`config.mk`:
```
export PLATFORM = sky130hd
export DESIGN_NAME = instr_fetch
export DESIGN_NICKNAME = d
export VERILOG_FILES = /design/src/rtl/instr_fetch.sv
export SDC_FILE = /design/constraint.sdc
export NUM_CORES = 1
export LEC_CHECK = 0
export CORE_MARGIN = 4
export CORE_UTILIZATION = 57
export CTS_CLUSTER_SIZE = 24
export DETAILED_ROUTE_END_ITERATION = 8
export PLACE_DENSITY = 0.88
export SKIP_CTS_REPAIR_TIMING = 1
export SYNTH_ARGS = -nofsm -noshare
export SYNTH_HDL_FRONTEND = slang
export SYNTH_SLANG_ARGS = --single-unit
```
`constraint.sdc`:
```
create_clock -name clk -period 5.95 [get_ports clk]
set_input_delay 0.595 -clock clk [delete_from_list [all_inputs] [get_ports clk]]
set_output_delay 0.595 -clock clk [all_outputs]
set_load 0.005 [all_outputs]
```
`src/rtl/instr_fetch.sv`:
```
// Instruction fetch: one outstanding imem read at a time, feeding an in-order buffer toward decode.
// Define FETCH_ILLEGAL_CHK_EN to tag each fetched word whose low bits mark a non-32-bit encoding.

module instr_fetch #(
    parameter logic [31:0] RESET_PC   = 32'h0000_0000,
    parameter int          FIFO_DEPTH = 2            // 2 or 4 only
) (
    input  logic        clk,
    input  logic        rst_n,
    output logic        imem_req,
    output logic [31:0] imem_addr,
    input  logic        imem_ack,
    input  logic [31:0] imem_rdata,
    input  logic        redirect_valid,
    input  logic [31:0] redirect_pc,
    output logic        id_valid,
    output logic [31:0] id_instr,
    output logic [31:0] id_pc,
    input  logic        id_ready,
    output logic        id_illegal
);

    localparam int               PTR_W      = $clog2(FIFO_DEPTH);
    localparam int               CNT_W      = PTR_W + 1;
    localparam logic [CNT_W-1:0] DEPTH_C    = CNT_W'(FIFO_DEPTH);
    localparam logic [31:0]      RESET_ADDR = {RESET_PC[31:2], 2'b00};

    typedef enum logic [1:0] {IDLE, REQ, FLUSH} state_t;

    state_t           state;
    logic [31:0]      pc;
    logic [PTR_W-1:0] wr_ptr;
    logic [PTR_W-1:0] rd_ptr;
    logic [CNT_W-1:0] count;
    logic [31:0]      pc_mem    [FIFO_DEPTH];
    logic [31:0]      instr_mem [FIFO_DEPTH];

    logic             push;
    logic             pop;
    logic             space;
    logic [CNT_W-1:0] count_next;
    logic [31:0]      target;
    logic [31:0]      pc_inc;
    logic             unused_redirect_lsb;

    assign target              = {redirect_pc[31:2], 2'b00};
    assign unused_redirect_lsb = ^redirect_pc[1:0];
    assign pc_inc              = pc + 32'd4;

    // A redirect voids both the push of same-cycle ack data and any same-cycle pop.
    assign push       = (state == REQ) && imem_ack && !redirect_valid;
    assign pop        = id_valid && id_ready && !redirect_valid;
    assign count_next = count + CNT_W'(push) - CNT_W'(pop);
    assign space      = count_next < DEPTH_C;

    assign id_valid = (count != '0);
    assign id_instr = instr_mem[rd_ptr];
    assign id_pc    = pc_mem[rd_ptr];

    // NOTE: all state is updated with non-blocking assignments so every branch sees pre-edge values.
    always_ff @(posedge clk or negedge rst_n) begin
        if (!rst_n) begin
            state     <= IDLE;
            imem_req  <= 1'b0;
            imem_addr <= RESET_ADDR;
            pc        <= RESET_ADDR;
        end else begin
            case (state)
                IDLE: begin
                    if (redirect_valid) begin
                        pc        <= target;
                        imem_addr <= target;
                        imem_req  <= 1'b1;
                        state     <= REQ;
                    end else if (space) begin
                        imem_addr <= pc;
                        imem_req  <= 1'b1;
                        state     <= REQ;
                    end
                end
                REQ: begin
                    if (redirect_valid) begin
                        pc <= target;
                        if (imem_ack) begin
                            imem_addr <= target;
                        end else begin
                            state <= FLUSH;  // old request stays on the bus until acked
                        end
                    end else if (imem_ack) begin
                        pc <= pc_inc;
                        if (space) begin
                            imem_addr <= pc_inc;
                        end else begin
                            imem_req <= 1'b0;
                            state    <= IDLE;
                        end
                    end
                end
                FLUSH: begin
                    if (redirect_valid) begin
                        pc <= target;
                    end
                    if (imem_ack) begin
                        imem_addr <= redirect_valid ? target : pc;
                        state     <= REQ;
                    end
                end
                default: begin
                    imem_req <= 1'b0;
                    state    <= IDLE;
                end
            endcase
        end
    end

    // NOTE: the buffer is only a few entries, so it is reset to give defined head outputs in reset.
    always_ff @(posedge clk or negedge rst_n) begin
        if (!rst_n) begin
            wr_ptr <= '0;
            rd_ptr <= '0;
            count  <= '0;
            for (int i = 0; i < FIFO_DEPTH; i++) begin
                pc_mem[i]    <= '0;
                instr_mem[i] <= '0;
            end
        end else if (redirect_valid) begin
            wr_ptr <= '0;
            rd_ptr <= '0;
            count  <= '0;
        end else begin
            if (push) begin
                pc_mem[wr_ptr]    <= imem_addr;
                instr_mem[wr_ptr] <= imem_rdata;
                wr_ptr            <= wr_ptr + PTR_W'(1);
            end
            if (pop) begin
                rd_ptr <= rd_ptr + PTR_W'(1);
            end
            count <= count_next;
        end
    end

`ifdef FETCH_ILLEGAL_CHK_EN
    logic ill_mem [FIFO_DEPTH];

    always_ff @(posedge clk or negedge rst_n) begin
        if (!rst_n) begin
            for (int i = 0; i < FIFO_DEPTH; i++) begin
                ill_mem[i] <= 1'b0;
            end
        end else if (push) begin
            ill_mem[wr_ptr] <= (imem_rdata[1:0] != 2'b11);
        end
    end

    assign id_illegal = ill_mem[rd_ptr];
`else
    assign id_illegal = 1'b0;
`endif

endmodule

```
==> results of run 1 <==
==> area by class of cell <==
cell class | count | area [um2]
clock buffers | 19 | 443
clock inverters | 13 | 163
fillers | 1227 | 4970
inverters | 11 | 41.3
multi-input cells | 609 | 4750
flip-flops and latches | 199 | 4980
well taps | 225 | 282
repair buffers | 175 | 1720
==> cells in the final DEF, fill, tap and decap left out, types with 4 or more instances in the layout <==
cell type / count
nand4_1: 13
xor2_1: 16
nor2b_1: 4
inv_6: 5
inv_1: 10
a31oi_1: 4
nand3_1: 22
xnor2_1: 7
o31a_1: 4
a21oi_1: 28
mux2_1: 20
clkbuf_16: 17
nor2_1: 46
nand2b_1: 5
nor3_1: 22
mux2i_1: 8
buf_4: 11
o21ai_1: 6
nor4_1: 5
mux2_2: 175
a221o_1: 8
o21a_1: 4
a32oi_1: 5
o22ai_1: 9
and2_1: 4
dfrtp_1: 198
o21ai_0: 33
clkdlybuf4s50_1: 162
a211oi_1: 14
nand2_1: 71
o31ai_1: 5
and3_1: 13
==> cells by family (layout without fill, tap and decap cells) <==
family          count (synthesis)  in the layout  synth area share (%)
buf+inv                        81            218                  3.74
xor+xnor                       24             24                  2.22
fa+ha+maj                       3              3                 0.372
other cells                     1              1                0.0371
flops                         199            199                  49.3
simple gates                  229            229                  11.8
mux                           203            203                  22.5
compound gates                149            149                  10.1
==> state kept, by name (all words and copies together) (netlist names) <==
signal / flops
instr_mem: 64
count: 2
wr_ptr: 1
rd_ptr: 1
pc_mem: 64
pc: 32
imem_req: 1
state: 2
imem_addr: 32
==> power by group <==
part           switching [mW]  internal [mW]
Clock                   0.533          0.645
Sequential              0.474           1.95
Combinational            1.02           1.48
Total                    2.03           4.07
==> per-layer routing <==
layer / vias up / GRT usage [%] / share of wire (%)
li1: 3487 / - / -
met1: 3805 / 33.8 / 41
met2: 357 / 41.5 / 49
met3: 52 / 4.55 / 7.8
met4: 0 / 8.26 / 2.2
met5: - / 0 / 0
==> through the flow <==
stage | hold slack, ps | worst slack, ps
final | 329 | 2230
after global routing | 442 | 1940
after CTS | 397 | 2270
after detailed placement | 471 | 1850
after global placement | 464 | 1960
after floorplan | 299 | 2780
==> worst max-delay path, delay by kind of cell (launching register included) <==
| kind | cells | cell delay, ps |
|---|---|---|
| AO/OA/AOI/OAI | 2 | 490 |
| XOR/XNOR | 1 | 220 |
| adder cells (fa/ha/maj) | 2 | 440 |
| buffers and inverters | 3 | 530 |
| flip-flops | 1 | 330 |
| AND/OR/NAND/NOR | 5 | 1530 |
==> how the worst max path moves through the flow <==
stage / endpoint / slack (ps) / cells after the start
after floorplan: imem_addr[22] / 2780 / 14
after global placement: imem_addr[15] / 1960 / 11
after detailed placement: imem_addr[16] / 1850 / 12
after CTS: imem_addr[16] / 2270 / 13
after global routing: imem_addr[8] / 1940 / 13
final: imem_addr[22] / 2230 / 13
==> summary.md, run 1 <==
| Metric | Value |
|---|---|
| Post-DP HPWL | 16200 um |
| Layout Utilization | a little under three quarters |
| P per Cell Area | 493 nW/um2 |
| CP Launch Type | flip-flop |
| Unique masters post-synth | 70 |
| Diode count | 0 |
| Post-DP Area | 11800 um2 |
| Design area | 12400 um2 |
| Post-Synthesis Cell Area | 10100 um2 |
| Root Buffer | clkbuf_16 |
| Gr usage total | 25.1% |
| Port buffer count | 164 |
| Post-DR vias/cell | 6.16 |
| Maximum vdd drop | 0.265 mV |
| Total grt overflow | 0 |
| Worst EP arrival | 3960 ps |
| Final period utilization | between 60% and 70% |
| Total number of H-tree levels | 4 |
| Remaining DRCs | 0 |
| FF+latch count, synth | between 150 and 200 |
| Synthesized net count | 961 |
| Antenna viol nets, final | 0 |
| Crit path cell chain | buf_4 -> nor2b_1 -> nand2_1 -> nor2_2 -> inv_2 -> ha_1 -> inv_1 -> ha_1 -> xnor3_1 -> nor2_2 -> o31a_1 -> nor2_1 -> a211oi_1 |
| DRT iter0 DRCs | roughly 640 |
| Worst-skew pair later-pin latency | 430 ps |
| Cts bufs inserted | 17 |
| Ranking of synthesized cells by area | dfrtp_1, mux2_2, nand2_1 |
| Post-synth EDFFs | 0 |
| CTS tree | built |
| First-pass DRT Iterations | 6 |
| Initial antenna violation count | 0 |
| Clock-pin slew on the worst setup and hold paths | 70 ps |
| Total Power Consumption | 6.10 mW |
| FF-to-FF Start | state[0] |
| Synth Flop Type | dfrtp_1 |
| Min-Delay Path Class | input pin to asynchronous set/reset pin |
| Pins Over Slew Limit | 0 |
| Largest net degree at the start of global routing | 135 |
| Die W | 141 um |
| Layout cells sized above 1 | between 20% and 30% |
| Clock Sinks | 199 |
| IO Pins | 168 |
| Synth-to-layout area growth | 22.5% |
| Die Span Y | 141 um |
| Post-synth top area share | 49.3% |
| Syn. warnings | 0 |
| Req. time, crit path | roughly 6200 ps |
| Vias | ~7700 |
| Synth area leader | dfrtp_1 |
| RSZ-0062 raised after global routing | false |
| Placed cell count | 1219 |
| Clk buf depth | 2 |
| Final min period | between 3000 and 4000 ps |
| Routed wire length per instance | approximately 20 um |
| Status | completed |
| Worst r2r dst | imem_addr[22] |
| Core area | 17400 um2 |
| Routed WL | 24900 um |
| CP peak stage delay | 920 ps |
| Crit path kind | flip-flop to flip-flop |
| CP startpoint | state[0] |
| Crit. End Element | flip-flop |
| Ys async rst share | 100% |
| Worst rel slew slack | 17.9% |
| Setup TNS | 0 ps |
| Count leader, synth | dfrtp_1 |
| Starting density of the core | 58.2% |
| Die area | between 15000 and 20000 um2 |
| First-pass GRT wire length | 40600 um |
| Worst slew pin tran | 1230 ps |
| Critical path peak fanout | 43 |
| Site row count | 48 |
| Fin cells | about 1300 |
| Worst reg2reg setup slack | 2230 ps |
| Worst reg2reg path depth | 13 |
| Cell count after synthesis | 889 |
| Mapped Avg Cell Area | roughly 11 um2 |
| Routability Congestion | 0.905 |
| Vias in the first global route | between 7000 and 8000 |
| Max frequency | 0.268 GHz |
| Final Skew | 14.1 ps |
| Leakage | 5.10 nW |
| Post-synthesis sequential area ratio | between 40% and 50% |
| # setup viols final | 0 |
| Final Hold Fails | 0 |
| Most frequent cells after synthesis | dfrtp_1, mux2_2, nand2_1, nor2_1, o21ai_0 |
| Nets | around 1100 |
| Max_cap viols | 0 |
| Critical-path top delay cell | nor2_1 |
(Power assumes the default switching activity.)
==> run 2: changes to the inputs <==
CORE_UTILIZATION = 49   (was 57)
PLACE_DENSITY = 0.8   (was 0.88)
clock period = 3.2 ns   (was 5.95 ns; I/O delays follow)
==> summary.md, run 2 (same netlist as run 1, synthesis figures left out) <==
| Metric | Value |
|---|---|
| Status | completed (unchanged) |
| RSZ-0062 raised after global routing | false (unchanged) |
| Final Skew | 7.57 ps (was 14.1 ps) |
| Hold depth | 3 |
| Site row count | 52 (was 48) |
| Clock-pin slew on the worst setup and hold paths | 70 ps (about the same) |
| Max frequency | 0.371 GHz (was 0.268 GHz) |
| Worst hold slack | 409 ps (was 329 ps) |
| Clk buf depth | 2 (unchanged) |
| Routed wire length per instance | 19.1 um (was 19.9 um) |
| Worst r2r dst | imem_addr[4] (was imem_addr[22]) |
| Maximum vdd drop | 0.563 mV (was 0.265 mV) |
| Routed WL | 25200 um (was 24900 um) |
| Total grt overflow | 0 (unchanged) |
| Largest registers | instr_mem x64, pc_mem x64 (unchanged) |
| Worst slew pin tran | 841 ps (was 1230 ps) |
| Crit path kind | flip-flop to flip-flop (unchanged) |
| Worst EP arrival | 3010 ps (was 3960 ps) |
| DP Worst Slack | 291 ps (was 1850 ps) |
| Remaining DRCs | 0 (unchanged) |
| DRT iter0 DRCs | 614 (was 635) |
| Largest net degree at the start of global routing | 87 (was 135) |
| Most common cell after layout, fill and taps aside | dfrtp_1 (unchanged) |
| Worst-skew pair later-pin latency | 430 ps (about the same) |
| Final WS setup | 504 ps (was 2230 ps) |
| Most frequent cells in the layout | dfrtp_1, mux2_2, clkdlybuf4s50_1 (unchanged) |
| Worst reg2reg setup slack | 500 ps (was 2230 ps) |
| # setup viols final | 0 (unchanged) |
| Starting density of the core | 49.9% (was 58.2%) |
| First-pass DRT Iterations | 5 (was 6) |
| Vias in the first global route | 7886 (was 7851) |
| Final Hold Fails | 0 (unchanged) |
| Setup TNS | 0 ps (unchanged) |
| Worst rel slew slack | 43.5% (was 17.9%) |
| Vias | 7697 (was 7701) |
| Nets | 1107 (was 1085) |
| Final min period | 2700 ps (was 3720 ps) |
| Critical path peak fanout | 11 (was 43) |
| IO Pins | 168 (unchanged) |
| P per Cell Area | 903 nW/um2 (was 493 nW/um2) |
| Pins Over Slew Limit | 0 (unchanged) |
| Post-DR vias/cell | 5.84 (was 6.16) |
| Layout Utilization | 62.6% (was 71.3%) |
| Total number of H-tree levels | 4 (unchanged) |
| Gr usage total | 22.2% (was 25.1%) |
| Routability Congestion | 0.934 (was 0.905) |
| Die Span Y | 152 um (was 141 um) |
| Synth-to-layout area growth | 25.3% (was 22.5%) |
| Root Buffer | clkbuf_16 (unchanged) |
| Min-Delay Path Class | input pin to flip-flop (was input pin to asynchronous set/reset pin) |
| Worst Hold Launch | redirect_valid |
| CP Launch Type | flip-flop (unchanged) |
| Leakage | 5.24 nW (was 5.10 nW) |
| Die area | 23000 um2 (was 19900 um2) |
| Worst hold endpoint | pc[25] |
| Post-DP HPWL | 17000 um (was 16200 um) |
| Worst reg2reg path depth | 12 (was 13) |
| Port buffer count | 164 (unchanged) |
| Final period utilization | 84.3% (was 62.6%) |
| Core area | 20200 um2 (was 17400 um2) |
| Initial antenna violation count | 1 (was 0) |
| Cts bufs inserted | 17 (unchanged) |
| First-pass GRT wire length | 40600 um (about the same) |
| FF-to-FF Start | count[1] (was state[0]) |
| Req. time, crit path | 3510 ps (was 6190 ps) |
| Crit. End Element | flip-flop (unchanged) |
| Max_cap viols | 0 (unchanged) |
| Clock Sinks | 199 (unchanged) |
| Die W | 152 um (was 141 um) |
| Layout cells sized above 1 | 24.7% (was 23.1%) |
| CTS tree | built (unchanged) |
| Antenna viol nets, final | 0 (unchanged) |
-- run 2: layout make-up --
cell class | instances | area (um2)
sequential | 199 | 4980
timing repair buffer | 197 | 1940
multi-input combinational | 609 | 4750
antenna | 1 | 2.50
clock buffer | 18 | 439
inverter | 11 | 41.3
fill | 1603 | 7580
clock inverter | 14 | 161
tap | 270 | 338
-- run 2: metal layers --
metal  part of all wire (%)  wire length, um  GRT usage [%]
met5                      0                0              0
met4                    1.2              307           5.62
met3                    7.4             1860           4.76
met2                     49            12300           36.8
met1                     43            10700           29.9
-- run 2: power breakdown --
part           switching (mW)  leakage (nW)  internal, mW  total [mW]
Sequential              0.875          2.40          3.63        4.50
Clock                    1.00         0.289          1.20        2.20
Combinational            1.90          2.55          2.82        4.73
Total                    3.78          5.24          7.65        11.4
-- run 2: worst max path at each step --
stage / endpoint / slack, ps / startpoint / depth (start not counted)
after global placement: imem_addr[15] / 320 / imem_ack / 13
final: imem_addr[4] / 500 / count[1] / 12
after global routing: imem_addr[20] / 300 / state[1] / 13
after CTS: imem_addr[23] / 490 / count[1] / 12
after floorplan: imem_addr[22] / 300 / redirect_valid / 14
after detailed placement: imem_addr[15] / 290 / imem_ack / 13
-- run 2: critical path, stage by stage, from the launching register on --
cell and delay (ps):
dfrtp_1 390, or2_2 320, nand2_1 110, nor2_1 60, ha_1 280, inv_1 30, ha_1 170, xnor3_1 220
nor2_2 50, buf_4 150, o31ai_4 220, buf_4 230, mux2_2 340
-- run 2: per-stage QoR --
stage	power, mW	instance area [um2]	instances
global placement	9.09	12000	1285
detailed placement	9.28	12000	1285
CTS	11.5	12600	1317
finish	11.4	12700	1319
global route	12.2	12700	1319
floorplan	6.94	10100	889
==> run 3: changes to the inputs <==
clock period = 2.25 ns   (was 3.2 ns; I/O delays follow)
==> summary.md, run 3 (same netlist as run 1, synthesis figures left out) <==
| Metric | Value |
|---|---|
| Cts bufs inserted | 17 (unchanged) |
| Remaining DRCs | 0 (unchanged) |
| Maximum vdd drop | 0.900 mV (was 0.563 mV) |
| Port buffer count | 164 (unchanged) |
| Worst rel slew slack | 62.5% (was 43.5%) |
| Post-DP Area | 12400 um2 (was 12000 um2) |
| Most common cell after layout, fill and taps aside | dfrtp_1 (unchanged) |
| Gr usage total | 22.3% (was 22.2%) |
| Fin cells | 1366 (was 1319) |
| Clk buf depth | 2 (unchanged) |
| # fillers | 1488 (was 1603) |
| Vias | 8020 (was 7697) |
| Core area | 20200 um2 (unchanged) |
| Die area | 23000 um2 (unchanged) |
| Status | complete, but fails checks (was completed) |
| Crit path cell chain | or2_4 -> nand2_4 -> nor2_4 -> ha_4 -> inv_2 -> ha_4 -> xnor3_1 -> nor2_4 -> o31a_1 -> buf_6 -> clkbuf_16 -> a22o_1 (was or2_2 -> nand2_1 -> nor2_1 -> ha_1 -> inv_1 -> ha_1 -> xnor3_1 -> nor2_2 -> buf_4 -> o31ai_4 -> buf_4 -> mux2_2) |
| Synth-to-layout area growth | 32.4% (was 25.3%) |
| Post-DP HPWL | 18100 um (was 17000 um) |
| Routability Congestion | 0.882 (was 0.934) |
| Largest net degree at the start of global routing | 65 (was 87) |
| Starting density of the core | 49.9% (unchanged) |
| Leakage | 5.58 nW (was 5.24 nW) |
| Nets | 1154 (was 1107) |
| First-pass DRT Iterations | 8 (was 5) |
| Routed WL | 26900 um (was 25200 um) |
| Root Buffer | clkbuf_16 (unchanged) |
| Total number of H-tree levels | 4 (unchanged) |
| Clock-pin slew on the worst setup and hold paths | 80 ps (was 70 ps) |
| Most frequent cells in the layout | dfrtp_1, mux2_2, clkdlybuf4s50_1 (unchanged) |
| Failing checks | negative setup slack |
| Clock Sinks | 199 (unchanged) |
| Initial antenna violation count | 1 (unchanged) |
| Req. time, crit path | 2570 ps (was 3510 ps) |
| Max_cap viols | 0 (unchanged) |
| Critical path peak fanout | 5 (was 11) |
| Total Power Consumption | 17.3 mW (was 11.4 mW) |
| Setup TNS | -4920 ps (was 0 ps) |
| Largest registers | instr_mem x64, pc_mem x64 (unchanged) |
| CP peak stage delay | 400 ps (was 390 ps) |
| Final Skew | 9.50 ps (was 7.57 ps) |
| RSZ-0062 raised after global routing | true (was false) |
| P per Cell Area | 1290 nW/um2 (was 903 nW/um2) |
| Max frequency | 0.398 GHz (was 0.371 GHz) |
| Min-Delay Path Class | input pin to flip-flop (unchanged) |
| CTS tree | built (unchanged) |
| Design area | 13400 um2 (was 12700 um2) |
| Crit path kind | flip-flop to flip-flop (unchanged) |
| IO Pins | 168 (unchanged) |
| DRT iter0 DRCs | 736 (was 614) |
| Die Span Y | 152 um (unchanged) |
| Pins Over Slew Limit | 0 (unchanged) |
| Post-DR vias/cell | 5.87 (was 5.84) |
| CP Launch Type | flip-flop (unchanged) |
| Final Hold Fails | 0 (unchanged) |
| Worst hold slack | 120 ps (was 409 ps) |
| Final min period | 2510 ps (was 2700 ps) |
| Critical-path top delay cell | dfrtp_1 (unchanged) |
| Total grt overflow | 0 (unchanged) |
| Final period utilization | 112% (was 84.3%) |
| Crit. End Element | flip-flop (unchanged) |
| Site row count | 52 (unchanged) |
| Antenna viol nets, final | 0 (unchanged) |
| Vias in the first global route | 7721 (was 7886) |
| First-pass GRT wire length | 40900 um (was 40600 um) |
| Worst slew pin tran | 562 ps (was 841 ps) |
| Layout cells sized above 1 | 31.2% (was 24.7%) |
| Routed wire length per instance | 19.7 um (was 19.1 um) |
| Die W | 152 um (unchanged) |
| Worst EP arrival | 2830 ps (was 3010 ps) |
| Worst-skew pair later-pin latency | 430 ps (about the same) |
| # setup viols final | 31 (was 0) |
| Final WS setup | -262 ps (was 504 ps) |
| Placed cell count | 1322 (was 1285) |
==> run 3: cell types whose count changed in the layout (fill, tap and decap cells not counted), moves of 6 or more <==
cell / change
buf_4: +32
nand2_1: -10
o21ai_0: -10
a211oi_1: -9
a211oi_2: +9
nand2_2: +8
o21ai_1: +8
buf_6: +7
nor3_1: -6
nor3_2: +6
==> run 3: power by group <==
part | switching [mW] | leakage, nW | internal [mW]
sequential | 1.18 | 2.40 | 5.16
combinational | 3.13 | 2.86 | 4.54
clock | 1.45 | 0.316 | 1.84
==> run 3: through the flow <==
stage	setup WS, ps	utilization (%)
after floorplan	-367	-
after global routing	-321	66.1
after detailed placement	-487	61.3
final	-262	66.1
after global placement	-356	61.3
after CTS	-374	64.5
==> run 3: path summary, 6_finish.rpt <==
path                                 end  cells past startpoint  slack (ps)            from
min in group asynchronous  instr_mem[59]                      2         370           rst_n
max in group asynchronous         pc[16]                      3        1120           rst_n
max reg2reg                imem_addr[30]                     12        -260        count[1]
min reg2reg                instr_mem[49]                      1         490   instr_mem[49]
min                             count[0]                      2         120  redirect_valid
max                        imem_addr[30]                     12        -260        count[1]
==> run 3: cell type report <==
class                           instances  area, um2  share of cell area [%]
Antenna cell                            1       2.50                  0.0187
Clock buffer                           18        439                    3.28
Clock inverter                         14        204                    1.52
Inverter                               11       41.3                   0.309
Multi-Input combinational cell        609       4950                    37.0
Sequential cell                       199       4980                    37.2
Tap cell                              270        338                    2.53
Timing Repair Buffer                  244       2420                    18.1
==> run 3: routing by layer <==
layer	vias up	track usage (%)	wire length, um
met5	-	0	0
met4	0	5.12	420
met1	3975	31.2	11500
met3	52	5.09	2190
met2	361	35.8	12800
li1	3632	-	-
==> run 3: critical path: cells and delay by family (launching register included) <==
kind                     cells  cell delay (ps)
adder cells (fa/ha/maj)      2              400
AO/OA/AOI/OAI                2              530
AND/OR/NAND/NOR              4              460
buffers and inverters        3              380
XOR/XNOR                     1              240
flip-flops                   1              400
